<file path="config.mk">
export PLATFORM = sky130hd
export DESIGN_NAME = stopwatch_fnd_flat
export DESIGN_NICKNAME = d
export VERILOG_FILES = /design/src/rtl/stopwatch_fnd_if.sv /design/src/rtl/stopwatch_fnd.sv /design/src/flat_wrapper.sv
export SDC_FILE = /design/constraint.sdc
export NUM_CORES = 1
export LEC_CHECK = 0
export CAP_MARGIN = 15
export CORE_MARGIN = 4
export CORE_UTILIZATION = 54
export DETAILED_ROUTE_END_ITERATION = 16
export GPL_TIMING_DRIVEN = 0
export HOLD_SLACK_MARGIN = 0.12
export PLACE_DENSITY = 0.84
export SLEW_MARGIN = 30
export SYNTH_ARGS = -nofsm -noshare
export SYNTH_HDL_FRONTEND = slang
export SYNTH_SLANG_ARGS = --single-unit
export TNS_END_PERCENT = 20
</file>
<file path="constraint.sdc">
create_clock -name clk -period 2 [get_ports clk]
set_clock_uncertainty 0.05 [all_clocks]
set_input_delay 0.2 -clock clk [delete_from_list [all_inputs] [get_ports clk]]
set_output_delay 0.2 -clock clk [all_outputs]
set_load 0.005 [all_outputs]
</file>
<file path="src/rtl/stopwatch_fnd_if.sv">
// ============================================================
// stopwatch_fnd_if: input controls and display/count outputs of stopwatch_fnd.
// Rev 1.0 - initial release
// ============================================================
`default_nettype none

interface stopwatch_fnd_if;
  logic        div_clk;
  logic        btn_run;
  logic        btn_clr;
  logic [6:0]  seg;
  logic        dp;
  logic [3:0]  an;
  logic        running;
  logic [15:0] bcd;
  logic        ovf;

  modport master (
    output div_clk, btn_run, btn_clr,
    input  seg, dp, an, running, bcd, ovf
  );

  modport slave (
    input  div_clk, btn_run, btn_clr,
    output seg, dp, an, running, bcd, ovf
  );
endinterface

`default_nettype wire

</file>
<file path="src/rtl/stopwatch_fnd.sv">
// ============================================================
// stopwatch_fnd: 4-digit BCD stopwatch with scanned common-anode FND driver.
// Rev 1.0 - initial release
// ============================================================
`default_nettype none

module stopwatch_fnd #(
  parameter int SCAN_DIV = 1000
) (
  input  logic           clk,
  input  logic           rst,
  stopwatch_fnd_if.slave bus
);

  localparam int                SCAN_W    = $clog2(SCAN_DIV);
  localparam logic [SCAN_W-1:0] SCAN_LAST = SCAN_W'(SCAN_DIV - 1);

  localparam logic [1:0] S_IDLE  = 2'd0;
  localparam logic [1:0] S_RUN   = 2'd1;
  localparam logic [1:0] S_PAUSE = 2'd2;

  logic [2:0]        r_sync1;
  logic [2:0]        r_sync2;
  logic [2:0]        r_prev;
  logic [2:0]        w_rise;
  logic              w_tick;
  logic              w_run_rise;
  logic              w_clr_rise;

  logic [1:0]        r_state;
  logic [1:0]        w_state_next;
  logic              w_running;
  logic              w_count_en;

  logic [15:0]       r_bcd;
  logic              r_ovf;
  logic [15:0]       w_bcd_inc;
  logic [4:0]        w_carry;

  logic [SCAN_W-1:0] r_scan;
  logic [1:0]        r_idx;
  logic [3:0]        w_digit;
  logic [6:0]        r_seg;
  logic              r_dp;
  logic [3:0]        r_an;

  // Bit order in the synchroniser vectors: {clr, run, div_clk}
  always_ff @(posedge clk or posedge rst) begin
    if (rst) begin
      r_sync1 <= 3'b000;
      r_sync2 <= 3'b000;
      r_prev  <= 3'b000;
    end else begin
      r_sync1 <= {bus.btn_clr, bus.btn_run, bus.div_clk};
      r_sync2 <= r_sync1;
      r_prev  <= r_sync2;
    end
  end

  assign w_rise     = r_sync2 & ~r_prev;
  assign w_tick     = w_rise[0];
  assign w_run_rise = w_rise[1];
  assign w_clr_rise = w_rise[2];

  always_ff @(posedge clk or posedge rst) begin
    if (rst) begin
      r_state <= S_IDLE;
    end else begin
      r_state <= w_state_next;
    end
  end

  always_comb begin
    w_state_next = r_state;
    if (w_clr_rise) begin
      w_state_next = S_IDLE;
    end else begin
      case (r_state)
        S_IDLE:  if (w_run_rise) w_state_next = S_RUN;
        S_RUN:   if (w_run_rise) w_state_next = S_PAUSE;
        S_PAUSE: if (w_run_rise) w_state_next = S_RUN;
        default: w_state_next = S_IDLE;
      endcase
    end
  end

  // Decodes only the registered state, so nothing here depends on the inputs
  // except the tick qualifier.
  always_comb begin
    w_running  = 1'b0;
    w_count_en = 1'b0;
    case (r_state)
      S_RUN: begin
        w_running  = 1'b1;
        w_count_en = w_tick;
      end
      default: begin
        w_running  = 1'b0;
        w_count_en = 1'b0;
      end
    endcase
  end

  assign w_carry[0] = 1'b1;

  for (genvar g = 0; g < 4; g++) begin : g_digit
    logic [3:0] w_d;
    assign w_d                   = r_bcd[4*g +: 4];
    assign w_carry[g+1]          = w_carry[g] & (w_d == 4'd9);
    assign w_bcd_inc[4*g +: 4]   = !w_carry[g]  ? w_d  :
                                   (w_d == 4'd9) ? 4'd0 : w_d + 4'd1;
  end

  // Clear wins over a same-cycle tick, and suppresses the wrap pulse.
  always_ff @(posedge clk or posedge rst) begin
    if (rst) begin
      r_bcd <= 16'h0000;
      r_ovf <= 1'b0;
    end else if (w_clr_rise) begin
      r_bcd <= 16'h0000;
      r_ovf <= 1'b0;
    end else if (w_count_en) begin
      r_bcd <= w_bcd_inc;
      r_ovf <= w_carry[4];
    end else begin
      r_ovf <= 1'b0;
    end
  end

  always_ff @(posedge clk or posedge rst) begin
    if (rst) begin
      r_scan <= '0;
      r_idx  <= 2'd0;
    end else if (r_scan == SCAN_LAST) begin
      r_scan <= '0;
      r_idx  <= r_idx + 2'd1;
    end else begin
      r_scan <= r_scan + SCAN_W'(1);
    end
  end

  always_comb begin
    w_digit = 4'd0;
    case (r_idx)
      2'd0:    w_digit = r_bcd[3:0];
      2'd1:    w_digit = r_bcd[7:4];
      2'd2:    w_digit = r_bcd[11:8];
      default: w_digit = r_bcd[15:12];
    endcase
  end

  function automatic logic [6:0] seg_decode(input logic [3:0] d);
    logic [6:0] s;
    case (d)
      4'd0:    s = 7'b1000000;
      4'd1:    s = 7'b1111001;
      4'd2:    s = 7'b0100100;
      4'd3:    s = 7'b0110000;
      4'd4:    s = 7'b0011001;
      4'd5:    s = 7'b0010010;
      4'd6:    s = 7'b0000010;
      4'd7:    s = 7'b1111000;
      4'd8:    s = 7'b0000000;
      4'd9:    s = 7'b0010000;
      default: s = 7'b1111111;
    endcase
    return s;
  endfunction

  always_ff @(posedge clk or posedge rst) begin
    if (rst) begin
      r_seg <= 7'h7F;
      r_dp  <= 1'b1;
      r_an  <= 4'hF;
    end else begin
      r_seg <= seg_decode(w_digit);
      r_dp  <= (r_idx != 2'd2);
      r_an  <= ~(4'b0001 << r_idx);
    end
  end

  assign bus.seg     = r_seg;
  assign bus.dp      = r_dp;
  assign bus.an      = r_an;
  assign bus.running = w_running;
  assign bus.bcd     = r_bcd;
  assign bus.ovf     = r_ovf;

endmodule

`default_nettype wire
</file>
<file path="src/flat_wrapper.sv">
// flat-port wrapper written by rule: the top's interface ports become plain ports
module stopwatch_fnd_flat 
#(
  parameter int SCAN_DIV = 1000
)
  (clk, rst, bus_div_clk, bus_btn_run, bus_btn_clr, bus_seg, bus_dp, bus_an, bus_running, bus_bcd, bus_ovf);
  stopwatch_fnd_if bus_i ();
  input  logic clk;
  input  logic rst;
  input wire logic [$bits(bus_i.div_clk)-1:0] bus_div_clk;
  input wire logic [$bits(bus_i.btn_run)-1:0] bus_btn_run;
  input wire logic [$bits(bus_i.btn_clr)-1:0] bus_btn_clr;
  output wire logic [$bits(bus_i.seg)-1:0] bus_seg;
  output wire logic [$bits(bus_i.dp)-1:0] bus_dp;
  output wire logic [$bits(bus_i.an)-1:0] bus_an;
  output wire logic [$bits(bus_i.running)-1:0] bus_running;
  output wire logic [$bits(bus_i.bcd)-1:0] bus_bcd;
  output wire logic [$bits(bus_i.ovf)-1:0] bus_ovf;
  assign bus_i.div_clk = bus_div_clk;
  assign bus_i.btn_run = bus_btn_run;
  assign bus_i.btn_clr = bus_btn_clr;
  assign bus_seg = bus_i.seg;
  assign bus_dp = bus_i.dp;
  assign bus_an = bus_i.an;
  assign bus_running = bus_i.running;
  assign bus_bcd = bus_i.bcd;
  assign bus_ovf = bus_i.ovf;
  stopwatch_fnd #(.SCAN_DIV(SCAN_DIV)) u_core (.clk(clk), .rst(rst), .bus(bus_i));
endmodule
</file>
==> impl_results.md, run 1 <==
- Status: complete, no violations
- Initial antenna violation count: 0
- Cell with the most instances after synthesis: dfrtp_1
- Die ar.: 5810 um^2
- Post-Synthesis Cells: 233
- Hold WC Path Type: in -> async
- Core Area: 4440 um^2
- ANT nets after route: 0
- Detailed Routing Iterations Pass 1: 5
- Sequential area share after synthesis: 51.3%
- CTS Buffer Depth: 2
- Final hold vios: 0
- Synthesized Nets: 255
- Synth cell count leaders: 40 x dfrtp_1, 20 x nor2_1, 17 x ha_1
- Arrival time at the worst endpoint: 2.07 ns
- WHS: 0.276 ns
- Synth area leaders: dfrtp_1 40%, dfstp_2 11%, ha_1 8.5%
- Synthesized flop and latch total: 51
- Vias per Instance: 5.74
- Slew Limit Fails: 0
- Largest net degree at the start of global routing: 52
- Required time of the critical path: 2.15 ns
- Yosys Warn Count: 0
- Final period util: 96.0%
- H-tree Lvls: 2
- Post-Layout Cell Count: 331
- Placed Instances: 319
- Critical path startpoint category: flop
- First-pass GRT wire length: 8450 um
- Unrepaired setup endpoints after global routing: true
- Power Total: 2.13 mW
- Port buffer count: 34
- Number of DRC markers in iteration 0: 122
- Yosys cell types: 47
- Syn_area_per_cell: 10.8 um^2
- Post-layout min period: 1.92 ns
- Die width: 76.2 um
- Detailed placer's ending HPWL: 3330 um
- Crit-path max FO: 9
- Layout fillers: 325
- IO Pins: 35
- Clock Pin Slew Worst Setup and Hold Paths: 0.09 ns
- Starting Density: 56.6%
- Num CTS Buffers: 5
- Reg area: 1290 um^2
- Slew headroom: 59.5%
- Crit Path Class: reg -> reg
- Setup-failing EPs final: 0
- Synthesized area: 2510 um^2
- Main synth FF type: dfrtp_1
- Fmax achieved: 521 MHz
- Top-area cell type share of the netlist area: 39.8%
- Worst-Skew Late Latency: 0.30 ns
- Crit. End Element: flop
- Wire length per cell: 14.5 um
- Max cap viols: 0
- FP Rows: 24
- Nets: 300
- VDD IR max: 566 uV
- Async SR Flop Fraction: 100%
- Synth area leader: dfrtp_1
- Via count: 1901
- Synth-to-Final Area Change: 23.7%
- Layout cells sized above 1: 17.2%
- Die height: 76.2 um
- GRT Util Overall: 17.7%
- Worst slew pin tran: 0.607 ns
- DRC viols: 0
- Diodes inserted: 0
- Gpl congestion: 0.779
- Multi-input logic area: 1170 um^2
- Gr ovfl total: 0
- Root Driver: clkbuf_8
- P_leak: 1.34 nW
- Number of enable flip-flop cells after synthesis: 0
- Total length of routed wires: 4790 um
- CTS tree: done
- Pwr dens: 685 nW/um^2
- Clk sinks: 51
- Number of global-route vias before repair: 1849
## state kept, by name, indices dropped and copies added, names as in the netlist
register and cells:
u_core.r_state 2, u_core.bus.seg 7, u_core.r_prev 3, u_core.r_sync1 3, u_core.bus.bcd 16, u_core.r_scan 10
u_core.r_idx 2, u_core.bus.an 4, u_core.bus.ovf 1, u_core.r_sync2 3
## per-layer routing
metal / routed length, um / share of wire (%) / global-route usage [%]
met2: 2390 / 50 / 31.0
met5: 0 / 0 / 0
met1: 2080 / 44 / 22.0
met4: 55 / 1.1 / 5.25
met3: 258 / 5.4 / 3.78
## layout make-up
class / instances / area share (%)
Buffer: 7 / 1.13
Sequential cell: 51 / 41.6
Multi-Input combinational cell: 158 / 37.7
Clock buffer: 5 / 2.21
Tap cell: 52 / 2.09
Timing Repair Buffer: 38 / 11.9
Inverter: 17 / 2.13
Clock inverter: 3 / 1.25
## placed cells by master (no fill, tap or decap), types with 4 or more instances in the layout
master,n
a21oi_1,15
a222oi_1,4
buf_4,5
clkbuf_8,5
clkdlybuf4s50_1,34
dfrtp_1,38
dfstp_2,11
ha_1,13
inv_1,15
mux2i_1,5
nand2_1,14
nand3_1,7
nand4_1,4
nor2_1,20
nor2b_1,4
nor3_1,8
o21ai_0,8
or3_1,4
xnor2_1,6
## worst paths after layout
check	from	end	slack, ns	cells past startpoint
max	u_core.bus.bcd[1]	u_core.bus.bcd[10]	0.08	7
min	rst	u_core.bus.bcd[8]	0.28	2
min reg2reg	u_core.r_sync1[2]	u_core.r_sync2[2]	0.31	0
min in group clk	bus_btn_run	u_core.r_sync1[1]	0.28	1
max in group asynchronous	rst	u_core.r_idx[1]	1.19	2
max reg2reg	u_core.bus.bcd[1]	u_core.bus.bcd[10]	0.08	7
## where the power goes
part           leakage (nW)  internal (mW)  switching [mW]
Sequential            0.628           1.10          0.0642
Combinational         0.653          0.145           0.124
Clock                0.0556          0.367           0.335
Total                  1.34           1.61           0.523
## stage by stage
stage | worst slack [ns] | TNS (ns) | util, % | instance area (um^2)
after floorplan | 0.197 | 0 | - | 2510
after global placement | -0.364 | -14.42 | 65.7 | 2920
after detailed placement | -0.0470 | -0.117 | 65.7 | 2920
after CTS | -0.00724 | -0.00724 | 68.5 | 3040
after global routing | -0.0396 | -0.189 | 70.0 | 3110
final | 0.0791 | 0 | 70.0 | 3110
## logic make-up after synthesis
| family | count (synthesis) | share of synthesized area [%] |
|---|---|---|
| buf+inv | 24 | 3.88 |
| compound gates | 43 | 11.1 |
| xor+xnor | 9 | 3.14 |
| simple gates | 80 | 18.3 |
| fa+ha+maj | 17 | 8.46 |
| mux | 9 | 3.88 |
| flops | 51 | 51.3 |
## critical path, cell delays in order, from the launching register on
cell	delay, ns
dfrtp_1	0.45
inv_1	0.07
ha_1	0.19
and3b_1	0.17
buf_2	0.17
a31o_2	0.31
and4b_1	0.20
a31o_2	0.20
## what timing repair did
item,CTS,global route
hold buffers,0,0
gates cloned,0,0
setup endpoints to repair,7,11
buffers inserted,1,3
pin swaps,1,3
hold endpoints to repair,0,0
gates resized for setup,3,12
Power figures use the tool's default switching activity.
==> run 2: changes to the inputs <==
--- a/config.mk
+++ b/config.mk
@@ -12,6 +12,7 @@
 export GPL_TIMING_DRIVEN = 0
 export HOLD_SLACK_MARGIN = 0.12
 export PLACE_DENSITY = 0.84
+export REMOVE_ABC_BUFFERS = 1
 export SLEW_MARGIN = 30
 export SYNTH_ARGS = -nofsm -noshare
 export SYNTH_HDL_FRONTEND = slang
==> impl_results.md, run 2 (synthesized netlist as in run 1, its figures left out) <==
- GRT Util Overall: 17.2%
- Layout fillers: 335
- Most common cell after layout, fill and taps aside: dfrtp_1
- Most frequent cells in the layout: 39 x dfrtp_1, 34 x clkdlybuf4s50_1, 20 x nor2_1
- Via count: 1894
- ANT nets after route: 0
- Worst slack at placement: -0.231 ns
- Layout Utilization: 70.1%
- Final period util: 98.1%
- Crit. Startpoint: u_core.r_state[1]
- Pwr dens: 666 nW/um^2
- Initial antenna violation count: 0
- Power Total: 2.08 mW
- Status: complete, no violations
- Port buffer count: 34
- Nets: 295
- Die width: 76.2 um
- Gpl congestion: 0.777
- Number of DRC markers in iteration 0: 137
- Detailed placer's ending HPWL: 3250 um
- Multi-input logic area: 1210 um^2
- WL met2: 2580 um
- FF-to-FF Start: u_core.r_state[1]
- Num CTS Buffers: 5
- Starting Density: 56.6%
- Setup_tns: 0 ns
- Setup-failing EPs final: 0
- Die height: 76.2 um
- Number of global-route vias before repair: 1750
- Layout cells sized above 1: 18.6%
- CTS Buffer Depth: 2
- Core Area: 4440 um^2
- Worst-Skew Late Latency: 0.30 ns
- IO Pins: 35
- Synth-to-Final Area Change: 24.0%
- Total length of routed wires: 5090 um
- Max reg flops: 16
- Final Worst Setup Slack: 0.0370 ns
- Placed Area: 2900 um^2
- Routed wl met3: 211 um
- Root Driver: clkbuf_8
- VDD IR max: 543 uV
- Diodes inserted: 0
- Routed met1 length: 2220 um
- P_leak: 1.32 nW
- Slew headroom: 55.4%
- Reg area: 1290 um^2
- Die ar.: 5810 um^2
- CTS tree: done
- Largest net degree at the start of global routing: 52
- Clock Pin Slew Worst Setup and Hold Paths: 0.09 ns
- DR top layer: met4
- Hold WC Path Type: in -> async
- Detailed Routing Iterations Pass 1: 4
- First-pass GRT wire length: 8110 um
- Critical path startpoint category: flop
- Post-layout min period: 1.96 ns
- Clk sinks: 51
- Fmax achieved: 509 MHz
- Unrepaired setup endpoints after global routing: true
- Crit. End Element: flop
- Hold_buf cts: 0
- Crit Path Class: reg -> reg
- H-tree Lvls: 2
- Worst slew pin tran: 0.666 ns
- Gr ovfl total: 0
- Max cap viols: 0
- FP Rows: 24
- Crit-path max FO: 8
- DRC viols: 0
- Final hold vios: 0
- Slew Limit Fails: 0
- Vias per Instance: 5.81
- Arrival time at the worst endpoint: 2.13 ns
- Post-layout instance area: 3120 um^2
- Wire length per cell: 15.6 um
- Required time of the critical path: 2.17 ns
[run 2: final cells by class]
class	instances	area share, %
multi-input combinational	158	38.8
sequential	51	41.4
timing repair buffer	40	12.4
tap	52	2.09
inverter	17	2.13
clock buffer	8	3.21
[run 2: final timing paths]
check,to,slack [ns],depth (start not counted)
worst max-delay path,u_core.bus.bcd[9],0.04,4
min in group clk,u_core.r_sync1[0],0.28,1
max in group asynchronous,u_core.r_idx[1],1.19,2
worst min register to register,u_core.r_sync2[0],0.30,0
worst min-delay path,u_core.bus.bcd[14],0.28,2
worst max register to register,u_core.bus.bcd[9],0.04,4
[run 2: critical path: stages, from the launching register on]
cell	delay (ns)
dfrtp_1	0.44
nor4bb_4	0.53
a31oi_1	0.23
or4_1	0.53
o21ai_0	0.11
[run 2: power breakdown]
part           switching, mW  internal, mW  leakage, nW
clock network          0.319         0.316       0.0515
registers             0.0676          1.10        0.629
logic                  0.127         0.150        0.637
total                  0.514          1.56         1.32
[run 2: what timing repair did]
item,CTS,global route
pin swaps,2,9
gates resized for setup,3,17
setup buffers,0,6
setup endpoints to repair,16,17
[run 2: through the flow]
stage	instances	hold slack (ns)
2_1_floorplan	226	0.181
3_3_place_gp	312	0.282
3_5_place_dp	312	0.285
4_1_cts	320	0.281
5_1_grt	326	0.280
6_report	326	0.276
[run 2: routing by layer]
layer	track usage (%)	up-vias
met5	0	-
met4	6.16	0
met3	4.02	10
li1	-	901
met1	22.1	935
met2	28.5	48
